`config.mk`:
```
export PLATFORM = sky130hd
export DESIGN_NAME = tiny_dnn_fwd_seq
export DESIGN_NICKNAME = d
export VERILOG_FILES = /design/src/rtl/tiny_dnn_fwd_seq.sv
export SDC_FILE = /design/constraint.sdc
export NUM_CORES = 1
export LEC_CHECK = 0
export BUFFER_PORTS_ARGS = -buffer_cell sky130_fd_sc_hd__buf_2
export CAP_MARGIN = 0
export CORE_ASPECT_RATIO = 0.9
export CORE_UTILIZATION = 45
export DETAILED_ROUTE_END_ITERATION = 6
export PLACE_DENSITY = 0.67
export SLEW_MARGIN = 20
export SYNTH_ARGS = -nofsm -noshare
export SYNTH_HDL_FRONTEND = slang
export SYNTH_SLANG_ARGS = --single-unit
```
`constraint.sdc`:
```
create_clock -name clk -period 3.16 [get_ports clk]
set_input_delay 0.316 -clock clk [delete_from_list [all_inputs] [get_ports clk]]
set_output_delay 0.316 -clock clk [all_outputs]
set_load 0.05 [all_outputs]
```
`src/rtl/tiny_dnn_fwd_seq.sv`:
```
// tiny_dnn_fwd_seq -- forward-pass control sequencer for a chain of
// tiny_dnn_core accumulator slices.
//
// One pass: clear accumulators (init), stream len weight/input addresses
// (exec), optionally add the bias word (bias), wait two cycles for the core
// pipeline to flush, then parallel-load and shift n_out results to the tail.
//
// Ports:
//   clk, rst_n        clock, asynchronous active-low reset
//   start             one-cycle pulse, accepted only when idle
//   len, bank,
//   bias_en, n_out    pass configuration, sampled on an accepted start
//   busy, done        pass in progress / one-cycle end-of-pass pulse
//   init, exec, bias  broadcast accumulator strobes to the cores
//   ra, da            weight read address {bank, index}, input buffer address
//   outr, update      sum-chain shift enable / parallel-load select
//   out_valid,
//   out_idx           tail result valid and its index (0 = last core)
module tiny_dnn_fwd_seq #(
  parameter int unsigned f_size = 1024,
  parameter int unsigned n_max  = 1024
) (
  input  logic                       clk,
  input  logic                       rst_n,
  input  logic                       start,
  input  logic [$clog2(f_size):0]    len,
  input  logic                       bank,
  input  logic                       bias_en,
  input  logic [$clog2(n_max):0]     n_out,
  output logic                       busy,
  output logic                       done,
  output logic                       init,
  output logic                       exec,
  output logic                       bias,
  output logic [$clog2(f_size):0]    ra,
  output logic [$clog2(f_size)-1:0]  da,
  output logic                       outr,
  output logic                       update,
  output logic                       out_valid,
  output logic [$clog2(n_max)-1:0]   out_idx
);

  localparam int unsigned AW = $clog2(f_size);
  localparam int unsigned NW = $clog2(n_max);

  localparam logic [2:0] S_IDLE  = 3'd0;
  localparam logic [2:0] S_INIT  = 3'd1;
  localparam logic [2:0] S_EXEC  = 3'd2;
  localparam logic [2:0] S_BIAS  = 3'd3;
  localparam logic [2:0] S_FLUSH = 3'd4;
  localparam logic [2:0] S_LOAD  = 3'd5;
  localparam logic [2:0] S_SHIFT = 3'd6;
  localparam logic [2:0] S_DONE  = 3'd7;

  localparam logic [AW:0] ONE_I = (AW+1)'(1);
  localparam logic [NW:0] ONE_J = (NW+1)'(1);

  logic [2:0]    r_state, w_state_nxt;
  logic [AW:0]   r_len, w_len_nxt;
  logic [AW:0]   r_i, w_i_nxt;        // exec index, reused as flush counter
  logic [NW:0]   r_nout, w_nout_nxt;
  logic [NW:0]   r_j, w_j_nxt;        // shift index
  logic          r_bank, w_bank_nxt;
  logic          r_bias_en, w_bias_en_nxt;

  logic          r_busy, r_done, r_init, r_exec, r_bias;
  logic          r_outr, r_update, r_out_valid;
  logic [AW:0]   r_ra;
  logic [AW-1:0] r_da;
  logic [NW-1:0] r_out_idx;

  logic          w_busy, w_done, w_init, w_exec, w_bias;
  logic          w_outr, w_update, w_out_valid;
  logic [AW:0]   w_ra;
  logic [AW-1:0] w_da;
  logic [NW-1:0] w_out_idx;

  // Next-state and counter logic.
  always_comb begin
    w_state_nxt   = r_state;
    w_len_nxt     = r_len;
    w_i_nxt       = r_i;
    w_nout_nxt    = r_nout;
    w_j_nxt       = r_j;
    w_bank_nxt    = r_bank;
    w_bias_en_nxt = r_bias_en;
    case (r_state)
      S_IDLE: begin
        if (start) begin
          w_state_nxt   = S_INIT;
          w_len_nxt     = len;
          w_bank_nxt    = bank;
          w_bias_en_nxt = bias_en;
          w_nout_nxt    = n_out;
        end
      end
      S_INIT: begin
        w_i_nxt = '0;
        if (r_len != '0)   w_state_nxt = S_EXEC;
        else if (r_bias_en) w_state_nxt = S_BIAS;
        else               w_state_nxt = S_FLUSH;
      end
      S_EXEC: begin
        if (r_i == r_len - ONE_I) begin
          w_i_nxt     = '0;
          w_state_nxt = r_bias_en ? S_BIAS : S_FLUSH;
        end else begin
          w_i_nxt = r_i + ONE_I;
        end
      end
      S_BIAS: begin
        w_i_nxt     = '0;
        w_state_nxt = S_FLUSH;
      end
      S_FLUSH: begin
        if (r_i == ONE_I) w_state_nxt = (r_nout != '0) ? S_LOAD : S_DONE;
        else              w_i_nxt = r_i + ONE_I;
      end
      S_LOAD: begin
        w_j_nxt     = '0;
        w_state_nxt = S_SHIFT;
      end
      S_SHIFT: begin
        if (r_j == r_nout - ONE_J) w_state_nxt = S_DONE;
        else                       w_j_nxt = r_j + ONE_J;
      end
      default: w_state_nxt = S_IDLE;
    endcase
  end

  // Outputs are decoded from the next state and registered alongside it, so
  // each output is a flop that lines up with the state it belongs to.
  always_comb begin
    w_busy      = (w_state_nxt != S_IDLE) && (w_state_nxt != S_DONE);
    w_done      = (w_state_nxt == S_DONE);
    w_init      = (w_state_nxt == S_INIT);
    w_exec      = (w_state_nxt == S_EXEC);
    w_bias      = (w_state_nxt == S_BIAS);
    w_update    = (w_state_nxt == S_LOAD);
    w_out_valid = (w_state_nxt == S_SHIFT);
    w_outr      = (w_state_nxt == S_LOAD) ||
                  ((w_state_nxt == S_SHIFT) && (w_j_nxt != r_nout - ONE_J));
    w_ra        = '0;
    w_da        = '0;
    w_out_idx   = '0;
    if (w_state_nxt == S_EXEC) begin
      w_ra = {r_bank, w_i_nxt[AW-1:0]};
      w_da = w_i_nxt[AW-1:0];
    end
    if (w_state_nxt == S_BIAS) w_ra = {r_bank, {AW{1'b0}}};
    if (w_state_nxt == S_SHIFT) w_out_idx = w_j_nxt[NW-1:0];
  end

  always_ff @(posedge clk or negedge rst_n) begin
    if (!rst_n) begin
      r_state     <= S_IDLE;
      r_len       <= '0;
      r_i         <= '0;
      r_nout      <= '0;
      r_j         <= '0;
      r_bank      <= 1'b0;
      r_bias_en   <= 1'b0;
      r_busy      <= 1'b0;
      r_done      <= 1'b0;
      r_init      <= 1'b0;
      r_exec      <= 1'b0;
      r_bias      <= 1'b0;
      r_outr      <= 1'b0;
      r_update    <= 1'b0;
      r_out_valid <= 1'b0;
      r_ra        <= '0;
      r_da        <= '0;
      r_out_idx   <= '0;
    end else begin
      r_state     <= w_state_nxt;
      r_len       <= w_len_nxt;
      r_i         <= w_i_nxt;
      r_nout      <= w_nout_nxt;
      r_j         <= w_j_nxt;
      r_bank      <= w_bank_nxt;
      r_bias_en   <= w_bias_en_nxt;
      r_busy      <= w_busy;
      r_done      <= w_done;
      r_init      <= w_init;
      r_exec      <= w_exec;
      r_bias      <= w_bias;
      r_outr      <= w_outr;
      r_update    <= w_update;
      r_out_valid <= w_out_valid;
      r_ra        <= w_ra;
      r_da        <= w_da;
      r_out_idx   <= w_out_idx;
    end
  end

  assign busy      = r_busy;
  assign done      = r_done;
  assign init      = r_init;
  assign exec      = r_exec;
  assign bias      = r_bias;
  assign ra        = r_ra;
  assign da        = r_da;
  assign outr      = r_outr;
  assign update    = r_update;
  assign out_valid = r_out_valid;
  assign out_idx   = r_out_idx;

endmodule

```
==> flow_summary.ini <==
[sta]
fin_crit_sh_pct = 101
max_freq_mhz = 313
finalSetupTns_ns = -0.0382
fin_skew_ns = 0.00871
grt_setup_unrepaired = true
setup_viol = 1
worst_slack_ns = -0.0382
final_max_slew_viol_count = 0
finalHoldViolations = 0
period_needed_ns = 3.20
tightest_slew_ns = 0.848
slew_headroom_pct = 43.5

[global_route]
grt_max_degree = 69
gr-usage-all-layers_pct = 25.2
grt_first_pass_wirelength_um = 24800
grt_overflow = 0
grt_pass1_vias = 4850
grt_antenna_before_repair = 0

[setup_path]
cp-start-kind = flip-flop
worstSetupPathType = reg2reg
cp_max_fo = 6
r2r-start = r_nout[5]$_DFFE_PN0P_
critPathSlowestCell = or4_4
cp_common_cell = buf_4
cp.arrival_ns = 3.49
crit_path_cell_trace = or4_4 -> buf_4 -> nor4_2 -> nor3_1 -> nand3_1 -> nor4_4 -> buf_4 -> or3_1 -> a2111o_1 -> o2111ai_1 -> nor4b_2 -> nor2_1
max_stage_delay_ns = 0.58
worstSetupEndpointType = flip-flop
worstPathRequired_ns = 3.45
crit_start = r_nout[5]$_DFFE_PN0P_

[synthesis]
ys_types = 80
synth.area.top_cells = dfrtp_1, xnor2_1, nand2_1
postSynthAreaPerCell_um2 = 9.01
async_reset_ff_share_pct = 100
yosysMostFrequentCell = dfrtp_1
synthTopCellsByCount = dfrtp_1, nand2_1, nor2_1
synthCells = 607
syn_nets = 639
ys_ff_latch = 88
yosysTopAreaCell = dfrtp_1
synth_top_area_share_pct = 40.3
synth_edf_count = 0
synth-main-ff-cell = dfrtp_1
seq_area_frac_synth_pct = 40.3
syn_area_um2 = 5470
yosysWarnings = 0

[cells_and_area]
final_nets = 773
diodes = 0
syn2layout_area_growth_pct = 28.5
finish.utilization_pct = 60.5
fillerInstances = 1029
design_area_um2 = 7030
drive_gt1_share_pct = 32.4

[drt]
drt_wl_total_um = 15200
post_drt_wl_per_cell_um = 16.9
via_per_inst = 5.73
ant_nets = 0
drt-initial-drc-count = 319
dr.pass1.iters = 5
drc = 0
route.vias.total = 5171

[floorplan]
num_io_pins = 66
core_area_um2 = 11600
design.die.area_um2 = 12600
start_util_pct = 47.1
die_w_um = 118
die_h_um = 107
num_rows = 37

[cts]
tritoncts.num_buffers = 9
clock_sinks = 88
clk_pin_slew_ns = 0.07
cts_buffer_depth = 2
clockRootBuffer = clkbuf_16
cts_hold_buf = 0
clkLatencyLatePin_ns = 0.35
h-tree-depth = 3
cts_tree = done

[power_and_ir_drop]
total_power_mw = 6.32
p_leak_nw = 3.13
powerDensity_nw_per_um2 = 900
peakVddDrop_mv = 0.556

[run_status]
failed_checks = setup timing
status = finished, violations left

[run]
drv_cap = 0

[place]
place_hpwl_um = 11500
gp_congestion = 0.930
dpl-instance-area_um2 = 6490
io_buffers = 65

[worst_hold_path]
min_path_type = in2async
## placed cells by master, fill, tap and decap left out, types with 4 or more instances in the layout
master	instances
a21oi_1	21
a311oi_1	5
a31oi_1	12
and2_1	11
and3_1	17
buf_2	64
buf_4	97
clkbuf_16	9
dfrtp_1	87
ha_1	4
inv_1	21
mux2_2	13
nand2_1	56
nand2b_1	20
nand3_1	14
nand4_1	9
nor2_1	42
nor2b_1	6
nor3_1	19
nor3_2	5
nor3b_1	4
nor4_1	6
o2111ai_1	6
o211ai_1	11
o21ai_0	40
o31ai_1	4
or2_2	5
or3_1	6
xnor2_1	31
xor2_1	9
## final timing paths
check                                         to  slack, ns  cells after the start
min in group clk           r_nout[8]$_DFFE_PN0P_       0.17                      3
max in group asynchronous       r_j[4]$_DFF_PN0_       2.40                      2
setup / recovery                  outr$_DFF_PN0_      -0.04                     12
hold / removal                   da[9]$_DFF_PN0_       0.07                      1
hold reg to reg               r_bank$_DFFE_PN0P_       0.50                      1
setup reg to reg                  outr$_DFF_PN0_      -0.04                     12
## cell type report
| cell class | instances | area, µm² | share of cell area [%] |
|---|---|---|---|
| Clock buffer | 9 | 225 | 3.20 |
| Clock inverter | 7 | 85.1 | 1.21 |
| Inverter | 21 | 78.8 | 1.12 |
| Multi-Input combinational cell | 460 | 3190 | 45.4 |
| Sequential cell | 88 | 2200 | 31.4 |
| Tap cell | 156 | 195 | 2.78 |
| Timing Repair Buffer | 161 | 1050 | 14.9 |
## per-stage QoR
| stage | std cells | setup WS [ns] | hold WS [ns] |
|---|---|---|---|
| CTS | 898 | -0.0427 | 0.0994 |
| global placement | 877 | -0.0563 | 0.465 |
| global route | 902 | -0.167 | 0.132 |
| floorplan | 607 | 0.00862 | 0.0204 |
| detailed placement | 877 | -0.124 | 0.485 |
| finish | 902 | -0.0382 | 0.0663 |
## power breakdown
part           internal (mW)  switching [mW]
logic                   1.50            2.05
registers               1.38           0.291
clock network          0.629           0.481
## routing by layer
layer  GRT usage, %  share of wire (%)  wire, µm  vias to the layer above
met5              0                  0         0                        -
met4           10.7                2.3       352                        0
met3           4.04                5.8       880                       31
met2           35.3                 42      6350                      189
met1           38.1                 50      7670                     2470
li1               -                  -         -                     2481
## sequential cells by signal, summed over array words and instances, names as in the netlist, 3 cells and up
name     cells
r_len       11
r_i         11
r_nout      11
r_state      3
out_idx     10
ra          11
da          10
r_j         11
## kinds of logic (layout without fill, tap and decap cells)
group / Yosys count / after routing / share of synthesized area [%]
multiplexers: 13 / 13 / 2.68
XOR/XNOR: 41 / 41 / 6.82
adder cells (fa/ha/maj): 5 / 5 / 1.14
buffers and inverters: 59 / 198 / 4.37
flip-flops: 88 / 88 / 40.3
AO/OA/AOI/OAI: 151 / 151 / 19.9
AND/OR/NAND/NOR: 250 / 250 / 24.8
## worst max-delay path: cells and delay by family, from the launching register on
family | cells | cell delay, ns
compound gates | 2 | 0.57
buf+inv | 2 | 0.35
flops | 1 | 0.37
simple gates | 8 | 1.85
## timing repair
action	CTS	global route
setup endpoints to repair	2	13
setup buffers	5	4
resized for setup	5	28
pin swaps	5	12
(Power assumes the default switching activity.)
